File: src/rtl/send_cmd_pcie_mc_pkg.sv
// rtl/send_cmd_pcie_mc_pkg.sv - register map, status/event bit indices and channel FSM states
package send_cmd_pcie_pkg;

  localparam logic [31:0] ID_VALUE = 32'h5C0D_0200;

  localparam logic [15:0] REG_ID        = 16'h0000;
  localparam logic [15:0] REG_STATUS    = 16'h0001;
  localparam logic [15:0] REG_EVENTS    = 16'h0002;
  localparam logic [15:0] REG_DDR_SETUP = 16'h0003;
  localparam logic [15:0] REG_CONTROL   = 16'h0004;
  localparam logic [11:0] PAGE_PUSH     = 12'h001;
  localparam logic [11:0] PAGE_CHSTAT   = 12'h002;

  localparam int STAT_CAL_SUCCESS = 0;
  localparam int STAT_CAL_FAIL    = 1;
  localparam int STAT_SETUP_DONE  = 2;
  localparam int STAT_MAIN_RESET  = 3;
  localparam int STAT_DDR_AV_RST  = 4;
  localparam int STAT_BOARD_RESET = 5;
  localparam int STAT_SETUP_CMD   = 6;

  localparam int EV_MAIN_RESET  = 0;
  localparam int EV_DDR_AV_RST  = 1;
  localparam int EV_BOARD_RESET = 2;

  localparam int CTRL_IRQ_EN = 16;
  localparam int CTRL_FLUSH  = 31;
  localparam int CHS_OVF     = 11;

  typedef enum logic [1:0] {
    IDLE  = 2'd0,
    LOAD  = 2'd1,
    ISSUE = 2'd2
  } chan_state_e;

endpackage

File: src/rtl/send_cmd_pcie_mc_if.sv
// rtl/send_cmd_pcie_mc_if.sv - Avalon-MM slave register bus
interface send_cmd_pcie_mc_if;
  logic        avalon_mm_read;
  logic        avalon_mm_write;
  logic [15:0] avalon_mm_addr;
  logic [31:0] avalon_mm_write_data;
  logic [31:0] avalon_mm_read_data;
  logic        avalon_mm_rd_valid;

  modport master (
    output avalon_mm_read, avalon_mm_write, avalon_mm_addr, avalon_mm_write_data,
    input  avalon_mm_read_data, avalon_mm_rd_valid
  );
  modport slave (
    input  avalon_mm_read, avalon_mm_write, avalon_mm_addr, avalon_mm_write_data,
    output avalon_mm_read_data, avalon_mm_rd_valid
  );
endinterface

File: src/rtl/send_cmd_pcie_mc_chan.sv
// rtl/send_cmd_pcie_mc_chan.sv - one channel: command queue, dispatch FSM, completion count, overflow flag
module send_cmd_chan
  import send_cmd_pcie_pkg::*;
#(
  parameter int ADDR_W = 6,
  parameter int QDEPTH = 8
) (
  input  logic              clk,
  input  logic              rst,
  input  logic              en_i,
  input  logic              cal_ok_i,
  input  logic              flush_i,
  input  logic              push_i,
  input  logic [ADDR_W-1:0] push_data_i,
  input  logic              ovf_clr_i,
  input  logic              ack_i,
  output logic [ADDR_W-1:0] start_addr_o,
  output logic              send_cmd_o,
  output logic [6:0]        level_o,
  output logic              full_o,
  output logic              empty_o,
  output logic              busy_o,
  output logic              ovf_o,
  output logic [15:0]       count_o
);
  localparam int PW = $clog2(QDEPTH);
  localparam logic [PW:0] LVL_FULL = (PW+1)'(QDEPTH);

  logic [ADDR_W-1:0] mem_q [QDEPTH];
  logic [PW-1:0]     wr_ptr_q, rd_ptr_q;
  logic [PW:0]       level_q, level_d;
  chan_state_e       state_q;
  logic [ADDR_W-1:0] start_addr_q;
  logic              send_cmd_q;
  logic [15:0]       count_q;
  logic              ovf_q, ovf_d;
  logic              full, empty, pop, push_ok, ovf_set;

  assign full  = (level_q == LVL_FULL);
  assign empty = (level_q == '0);
  // A flush owns the queue for its cycle: no pop, and any push that cycle is discarded.
  assign pop     = (state_q == IDLE) & en_i & cal_ok_i & ~empty & ~flush_i;
  assign push_ok = push_i & ~flush_i & (~full | pop);
  assign ovf_set = push_i & ~flush_i & full & ~pop;
  assign level_d = level_q + (PW+1)'(push_ok) - (PW+1)'(pop);
  assign ovf_d   = (ovf_q & ~ovf_clr_i) | ovf_set;

  always_ff @(posedge clk) begin
    if (push_ok) mem_q[wr_ptr_q] <= push_data_i;
  end

  always_ff @(posedge clk or posedge rst) begin
    if (rst) begin
      wr_ptr_q     <= '0;
      rd_ptr_q     <= '0;
      level_q      <= '0;
      ovf_q        <= 1'b0;
      state_q      <= IDLE;
      start_addr_q <= '0;
      send_cmd_q   <= 1'b0;
      count_q      <= '0;
    end else begin
      ovf_q <= ovf_d;
      if (flush_i) begin
        wr_ptr_q <= '0;
        rd_ptr_q <= '0;
        level_q  <= '0;
      end else begin
        if (push_ok) wr_ptr_q <= wr_ptr_q + 1'b1;
        if (pop)     rd_ptr_q <= rd_ptr_q + 1'b1;
        level_q <= level_d;
      end
      case (state_q)
        IDLE: if (pop) begin
          state_q      <= LOAD;
          start_addr_q <= mem_q[rd_ptr_q];
        end
        LOAD: begin
          state_q    <= ISSUE;
          send_cmd_q <= 1'b1;
        end
        ISSUE: if (ack_i) begin
          state_q    <= IDLE;
          send_cmd_q <= 1'b0;
          count_q    <= count_q + 16'd1;
        end
        default: state_q <= IDLE;
      endcase
    end
  end

  assign start_addr_o = start_addr_q;
  assign send_cmd_o   = send_cmd_q;
  assign level_o      = 7'(level_q);
  assign full_o       = full;
  assign empty_o      = empty;
  assign busy_o       = (state_q != IDLE);
  assign ovf_o        = ovf_q;
  assign count_o      = count_q;

endmodule

File: src/rtl/send_cmd_pcie_mc.sv
// rtl/send_cmd_pcie_mc.sv - multi-channel command dispatcher with Avalon-MM register file
module send_cmd_pcie_mc
  import send_cmd_pcie_pkg::*;
#(
  parameter int NUM_CH = 4,
  parameter int ADDR_W = 6,
  parameter int QDEPTH = 8
) (
  input  logic                     clk,
  input  logic                     rst,
  send_cmd_pcie_mc_if.slave        bus,
  output logic [NUM_CH*ADDR_W-1:0] start_ram_addr_o,
  output logic [NUM_CH-1:0]        send_cmd_o,
  input  logic [NUM_CH-1:0]        send_ack_i,
  input  logic                     ddr_local_cal_success_i,
  input  logic                     ddr_local_cal_fail_i,
  input  logic                     ddr_setup_done_i,
  input  logic                     system_main_reset_i,
  input  logic                     ddr_avalon_rst_i,
  input  logic                     board_reset_i,
  output logic                     ddr_setup_cmd_o,
  output logic                     irq_o
);
  logic [15:0]       addr;
  logic [31:0]       wdata, rd_mux, rdata_q;
  logic              wr, rd_valid_q, wr_control, flush, cal_ok;
  logic [NUM_CH-1:0] ch_en_q, push_sel, ovf_clr, ovf, full, empty, busy;
  logic              irq_en_q, ddr_setup_q;
  logic [2:0]        rst_now, rst_prev_q, events_q, events_d, ev_clr;
  logic [6:0]        status;
  logic [6:0]        level [NUM_CH];
  logic [15:0]       count [NUM_CH];
  logic [31:0]       ch_stat [NUM_CH];
  logic              unused_wdata;

  assign addr         = bus.avalon_mm_addr;
  assign wdata        = bus.avalon_mm_write_data;
  assign wr           = bus.avalon_mm_write;
  assign unused_wdata = ^wdata;
  assign wr_control   = wr & (addr == REG_CONTROL);
  assign flush        = wr_control & wdata[CTRL_FLUSH];
  assign cal_ok       = ddr_local_cal_success_i & ~ddr_local_cal_fail_i;

  always_comb begin
    push_sel = '0;
    ovf_clr  = '0;
    for (int c = 0; c < NUM_CH; c++) begin
      push_sel[c] = wr & (addr[15:4] == PAGE_PUSH) & (addr[3:0] == 4'(c));
      ovf_clr[c]  = wr & (addr[15:4] == PAGE_CHSTAT) & (addr[3:0] == 4'(c)) & wdata[CHS_OVF];
    end
  end

  for (genvar c = 0; c < NUM_CH; c++) begin : g_ch
    send_cmd_chan #(.ADDR_W(ADDR_W), .QDEPTH(QDEPTH)) u_chan (
      .clk         (clk),
      .rst         (rst),
      .en_i        (ch_en_q[c]),
      .cal_ok_i    (cal_ok),
      .flush_i     (flush),
      .push_i      (push_sel[c]),
      .push_data_i (wdata[ADDR_W-1:0]),
      .ovf_clr_i   (ovf_clr[c]),
      .ack_i       (send_ack_i[c]),
      .start_addr_o(start_ram_addr_o[c*ADDR_W +: ADDR_W]),
      .send_cmd_o  (send_cmd_o[c]),
      .level_o     (level[c]),
      .full_o      (full[c]),
      .empty_o     (empty[c]),
      .busy_o      (busy[c]),
      .ovf_o       (ovf[c]),
      .count_o     (count[c])
    );
    assign ch_stat[c] = {count[c], 4'b0, ovf[c], busy[c], empty[c], full[c], 1'b0, level[c]};
  end

  always_comb begin
    rst_now = '0;
    rst_now[EV_MAIN_RESET]  = system_main_reset_i;
    rst_now[EV_DDR_AV_RST]  = ddr_avalon_rst_i;
    rst_now[EV_BOARD_RESET] = board_reset_i;
  end
  // Edge wins over a same-cycle W1C so a fresh event is never lost.
  assign ev_clr   = (wr && addr == REG_EVENTS) ? wdata[2:0] : 3'b0;
  assign events_d = (events_q & ~ev_clr) | (rst_now & ~rst_prev_q);

  always_comb begin
    status = '0;
    status[STAT_CAL_SUCCESS] = ddr_local_cal_success_i;
    status[STAT_CAL_FAIL]    = ddr_local_cal_fail_i;
    status[STAT_SETUP_DONE]  = ddr_setup_done_i;
    status[STAT_MAIN_RESET]  = system_main_reset_i;
    status[STAT_DDR_AV_RST]  = ddr_avalon_rst_i;
    status[STAT_BOARD_RESET] = board_reset_i;
    status[STAT_SETUP_CMD]   = ddr_setup_q;
  end

  always_comb begin
    rd_mux = '0;
    if (addr == REG_ID)           rd_mux = ID_VALUE;
    else if (addr == REG_STATUS)  rd_mux = 32'(status);
    else if (addr == REG_EVENTS)  rd_mux = 32'(events_q);
    else if (addr == REG_CONTROL) begin
      rd_mux[NUM_CH-1:0]  = ch_en_q;
      rd_mux[CTRL_IRQ_EN] = irq_en_q;
    end else if (addr[15:4] == PAGE_CHSTAT) begin
      for (int c = 0; c < NUM_CH; c++)
        if (addr[3:0] == 4'(c)) rd_mux = ch_stat[c];
    end
  end

  always_ff @(posedge clk or posedge rst) begin
    if (rst) begin
      ch_en_q     <= '0;
      irq_en_q    <= 1'b0;
      ddr_setup_q <= 1'b0;
      rst_prev_q  <= '0;
      events_q    <= '0;
      rdata_q     <= '0;
      rd_valid_q  <= 1'b0;
    end else begin
      if (wr_control) begin
        ch_en_q  <= wdata[NUM_CH-1:0];
        irq_en_q <= wdata[CTRL_IRQ_EN];
      end
      if (ddr_setup_q) begin
        if (ddr_setup_done_i) ddr_setup_q <= 1'b0;
      end else if (wr && addr == REG_DDR_SETUP && wdata[0]) begin
        ddr_setup_q <= 1'b1;
      end
      rst_prev_q <= rst_now;
      events_q   <= events_d;
      rd_valid_q <= bus.avalon_mm_read;
      if (bus.avalon_mm_read) rdata_q <= rd_mux;
    end
  end

  assign bus.avalon_mm_read_data = rdata_q;
  assign bus.avalon_mm_rd_valid  = rd_valid_q;
  assign ddr_setup_cmd_o         = ddr_setup_q;
  assign irq_o                   = irq_en_q & ((|events_q) | (|ovf));

endmodule

File: src/flat_wrapper.sv
// flat-port wrapper written by rule: the top's interface ports become plain ports
module send_cmd_pcie_mc_flat import send_cmd_pcie_pkg::*;
#(
  parameter int NUM_CH = 4,
  parameter int ADDR_W = 6,
  parameter int QDEPTH = 8
)
  (clk, rst, start_ram_addr_o, send_cmd_o, send_ack_i, ddr_local_cal_success_i, ddr_local_cal_fail_i, ddr_setup_done_i, system_main_reset_i, ddr_avalon_rst_i, board_reset_i, ddr_setup_cmd_o, irq_o, bus_avalon_mm_read, bus_avalon_mm_write, bus_avalon_mm_addr, bus_avalon_mm_write_data, bus_avalon_mm_read_data, bus_avalon_mm_rd_valid);
  send_cmd_pcie_mc_if bus_i ();
  input  logic clk;
  input  logic rst;
  output logic [NUM_CH*ADDR_W-1:0] start_ram_addr_o;
  output logic [NUM_CH-1:0] send_cmd_o;
  input  logic [NUM_CH-1:0] send_ack_i;
  input  logic ddr_local_cal_success_i;
  input  logic ddr_local_cal_fail_i;
  input  logic ddr_setup_done_i;
  input  logic system_main_reset_i;
  input  logic ddr_avalon_rst_i;
  input  logic board_reset_i;
  output logic ddr_setup_cmd_o;
  output logic irq_o;
  input wire logic [$bits(bus_i.avalon_mm_read)-1:0] bus_avalon_mm_read;
  input wire logic [$bits(bus_i.avalon_mm_write)-1:0] bus_avalon_mm_write;
  input wire logic [$bits(bus_i.avalon_mm_addr)-1:0] bus_avalon_mm_addr;
  input wire logic [$bits(bus_i.avalon_mm_write_data)-1:0] bus_avalon_mm_write_data;
  output wire logic [$bits(bus_i.avalon_mm_read_data)-1:0] bus_avalon_mm_read_data;
  output wire logic [$bits(bus_i.avalon_mm_rd_valid)-1:0] bus_avalon_mm_rd_valid;
  assign bus_i.avalon_mm_read = bus_avalon_mm_read;
  assign bus_i.avalon_mm_write = bus_avalon_mm_write;
  assign bus_i.avalon_mm_addr = bus_avalon_mm_addr;
  assign bus_i.avalon_mm_write_data = bus_avalon_mm_write_data;
  assign bus_avalon_mm_read_data = bus_i.avalon_mm_read_data;
  assign bus_avalon_mm_rd_valid = bus_i.avalon_mm_rd_valid;
  send_cmd_pcie_mc #(.NUM_CH(NUM_CH), .ADDR_W(ADDR_W), .QDEPTH(QDEPTH)) u_core (.clk(clk), .rst(rst), .bus(bus_i), .start_ram_addr_o(start_ram_addr_o), .send_cmd_o(send_cmd_o), .send_ack_i(send_ack_i), .ddr_local_cal_success_i(ddr_local_cal_success_i), .ddr_local_cal_fail_i(ddr_local_cal_fail_i), .ddr_setup_done_i(ddr_setup_done_i), .system_main_reset_i(system_main_reset_i), .ddr_avalon_rst_i(ddr_avalon_rst_i), .board_reset_i(board_reset_i), .ddr_setup_cmd_o(ddr_setup_cmd_o), .irq_o(irq_o));
endmodule
File: config.mk
export PLATFORM = sky130hd
export DESIGN_NAME = send_cmd_pcie_mc_flat
export DESIGN_NICKNAME = d
export VERILOG_FILES = /design/src/rtl/send_cmd_pcie_mc_pkg.sv /design/src/rtl/send_cmd_pcie_mc_if.sv /design/src/rtl/send_cmd_pcie_mc_chan.sv /design/src/rtl/send_cmd_pcie_mc.sv /design/src/flat_wrapper.sv
export SDC_FILE = /design/constraint.sdc
export NUM_CORES = 1
export LEC_CHECK = 0
export ABC_AREA = 0
export CAP_MARGIN = 20
export CORE_ASPECT_RATIO = 1.4
export CORE_MARGIN = 2
export CORE_UTILIZATION = 53
export DETAILED_ROUTE_END_ITERATION = 8
export GPL_TIMING_DRIVEN = 1
export HOLD_SLACK_MARGIN = 0.15
export PLACE_DENSITY = 0.75
export SLEW_MARGIN = 10
export SYNTH_ARGS = -nofsm -noshare
export SYNTH_HDL_FRONTEND = slang
export SYNTH_SLANG_ARGS = --single-unit
File: constraint.sdc
create_clock -name clk -period 5.8 [get_ports clk]
set_input_delay 1.16 -clock clk [delete_from_list [all_inputs] [get_ports clk]]
set_output_delay 1.16 -clock clk [all_outputs]
set_load 0.01 [all_outputs]
==> results by group <==
Cells and area
  – Area of the multi-input gates: around 6300 um2
  – Cell area after layout: 19700 um2
  – Fraction of layout cells with a size suffix above 1: approximately 18%
  – Seq. cell area: about 10000 um2
  – P&R area growth vs syn: 14.7%
  – N_diodes: 0
  – Nets: between 1000 and 1500
  – Fill cell count: between 2000 and 2500

Global routing
  – Number of global-route vias before repair: 10700
  – Grt ovf: 0
  – Pin count of the biggest net entering global routing: ~190
  – Global-route wire length before repair: around 59000 um
  – Number of antenna violations at the first check in global routing: 0
  – Global Route Usage Sum: between 20% and 30%

Synthesis
  – Syn. warnings: 0
  – Post-synth cell types: 74
  – Share of the synthesized area in the top cell type: 33.6%
  – Synth top area cells: edfxtp_1, dfrtp_1, mux4_2
  – Sequential share of the synthesized area: 60.4%
  – Top FF cell, synth: edfxtp_1
  – Syn Inst Count: between 1000 and 1500
  – Mean post-synth cell area: about 14 um2
  – Synthesized area: between 15000 and 20000 um2
  – Largest area contributor in the netlist: edfxtp_1
  – Ys async rst share: between 40% and 50%
  – FF+latch count, synth: about 380
  – Number of synthesized flops with an enable pin: 192

Die
  – Die height: between 200 and 250 um
  – I/O pin count: around 130
  – Die Wd: around 160 um
  – Row cnt: 78
  – Die Area: about 34000 um2
  – Core area: roughly 32000 um2
  – Initial Util: 53.3%

Setup path
  – Worst path max stage delay: just over 0.8 ns
  – Delay-heaviest family, CP: simple AND/OR/NAND/NOR gates
  – Critical Path AT: roughly 4.5 ns
  – Critical Path RT: just over 6 ns
  – WS Path Type: primary input to register
  – CP endpoint kind: register
  – Slowest-stage cell, CP: clkdlybuf4s50_1
  – CP Cell Sequence: clkdlybuf4s50_1, nor4b_4, nand2_2, o21a_1, ha_1, inv_1, ha_1, fa_1, xnor2_1, nor2_1
  – WP buf/inv: 2
  – Crit Path Max Fanout: 15
  – Worst Setup Start Kind: primary input
  – Most used cell, CP: ha_1

Route
  – Iter 0 DRT Violations: roughly 700
  – Drt drc: 0
  – Drt via density: approximately 5.9
  – First drt pass iteration count: 5
  – Antenna Nets Post-Route: 0
  – Vias: about 10000
  – WL final: roughly 37000 um
  – Wire per inst: around 22 um

STA
  – Hold Slack: between 0.4 and 0.5 ns
  – Unrepaired setup endpoints after global routing: false
  – Slew Limit Fails: 0
  – Final worst path period need: a little over 4 ns
  – FMAX: ~0.24 GHz
  – Setup TNS: 0 ns
  – Worst Tran Pin Value: between 1 and 1.5 ns
  – Finish-stage setup viols: 0
  – Final period utilization: a little under three quarters
  – Slew headroom: between 20% and 30%
  – Clock Skew: approximately 0.020 ns
  – Fin. Hold Viols: 0

Clocking
  – Clk_lat worst skew: 0.54 ns
  – CTS max path bufs: 3
  – Clock transition at path regs: about 0.06 ns
  – CTS sink count: 376
  – Root Buffer: clkbuf_16
  – CTS tree: done
  – Setup bufs post-CTS: 0
  – PostCTS Resize Cnt: 0
  – H-tree depth: 2
  – Number of buffers created by CTS: 37
  – Hold buffers post-CTS: 0

Flow run
  – MaxCap Viol Count: 0

Placed design
  – I/O Buffers: 96
  – Routability cong.: between 0.9 and 1
  – Placed cell areas: roughly 18000 um2
  – Dpl hpwl: ~25000 um

Min path
  – Worst Hold Class: register to register

Outcome
  – Result of the run: completed

Power and ir drop
  – PD cells: roughly 290 nW/um2
  – LEAKAGE: 0.00759 uW
  – Peak VDD IR: roughly 0.25 mV
[final cells by class]
class	instances	area share (%)
clock inverters	20	1.04
clock buffers	47	5.15
inverters	43	0.839
flip-flops and latches	376	52.7
well taps	400	2.54
multi-input cells	723	32.2
repair buffers	111	5.60
[final timing paths]
check / from / endpoint / slack [ns] / cells after the start
max in group asynchronous: rst / u_core.g_ch[3].u_chan.start_addr_o[5] / 3.66 / 3
max reg2reg: u_core.g_ch[1].u_chan.state_q[1] / u_core.g_ch[1].u_chan.level_q[1] / 2.63 / 8
min in group asynchronous: rst / u_core.g_ch[0].u_chan.start_addr_o[1] / 1.19 / 3
max: bus_avalon_mm_addr[2] / u_core.g_ch[1].u_chan.level_q[2] / 1.68 / 10
min: u_core.g_ch[2].u_chan.count_o[15] / u_core.g_ch[2].u_chan.count_o[15] / 0.48 / 1
min reg2reg: u_core.g_ch[2].u_chan.count_o[15] / u_core.g_ch[2].u_chan.count_o[15] / 0.48 / 1
[cell families (layout without fill, tap and decap cells)]
kind of cell | Yosys count | count (layout) | share of synthesized area [%]
mux | 161 | 161 | 13.6
simple gates | 310 | 310 | 10.7
buf+inv | 103 | 221 | 2.83
xor+xnor | 76 | 76 | 3.88
fa+ha+maj | 40 | 40 | 3.09
other cells | 1 | 5 | 0.0218
flops | 376 | 376 | 60.4
compound gates | 131 | 131 | 5.45
[cells in the mapped netlist (all sizes together) (33+ instances only)]
cell	instances
dfrtp	184
nor2	82
inv	41
xnor2	57
mux2i	37
edfxtp	192
nand2	33
nand4	35
mux4	51
nand3	33
ha	36
buf	40
mux2	73
[through the flow]
stage	cells	setup WS [ns]	util, %	power (uW)
6_report	1720	1.68	61.1	5720
2_1_floorplan	1202	2.28	-	3210
3_5_place_dp	1651	1.23	57.3	3360
3_3_place_gp	1650	1.24	57.2	3340
4_1_cts	1718	1.74	61.0	5760
5_1_grt	1720	1.54	61.1	5900
[report_power, final]
group | leakage (uW) | switching, uW | internal (uW)
clock | 0.000590 | 1030 | 1390
combinational | 0.00280 | 229 | 185
sequential | 0.00421 | 39.4 | 2850
total | 0.00759 | 1290 | 4420
[state kept, by name, summed over array words and instances (netlist names)]
register	flops
u_core.bus.avalon_mm_rd_valid	1
u_core.bus.avalon_mm_read_data	27
u_core.ch_en_q	4
u_core.ddr_setup_cmd_o	1
u_core.events_q	3
u_core.g_ch.u_chan.count_o	64
u_core.g_ch.u_chan.level_q	16
u_core.g_ch.u_chan.mem_q	192
u_core.g_ch.u_chan.ovf_o	4
u_core.g_ch.u_chan.rd_ptr_q	12
u_core.g_ch.u_chan.send_cmd_o	4
u_core.g_ch.u_chan.start_addr_o	24
u_core.g_ch.u_chan.state_q	8
u_core.g_ch.u_chan.wr_ptr_q	12
u_core.irq_en_q	1
u_core.rst_prev_q	3
[cells in the final DEF, fill, tap and decap left out, types with 36 or more instances in the layout]
master	netlist	layout
nor2_1	81	81
ha_1	36	36
xnor2_1	57	57
inv_1	41	40
mux2_2	67	67
edfxtp_1	192	192
clkdlybuf4s50_1	0	95
mux4_2	51	51
dfrtp_1	184	184
mux2i_1	37	37
clkbuf_16	0	37
[layer usage]
| metal | GRT usage (%) | wire length, um |
|---|---|---|
| met5 | 0 | 0 |
| met4 | 9.24 | 1350 |
| met3 | 3.01 | 1240 |
| met2 | 40.4 | 19800 |
| met1 | 28.3 | 15000 |
Power figures use the tool's default switching activity.
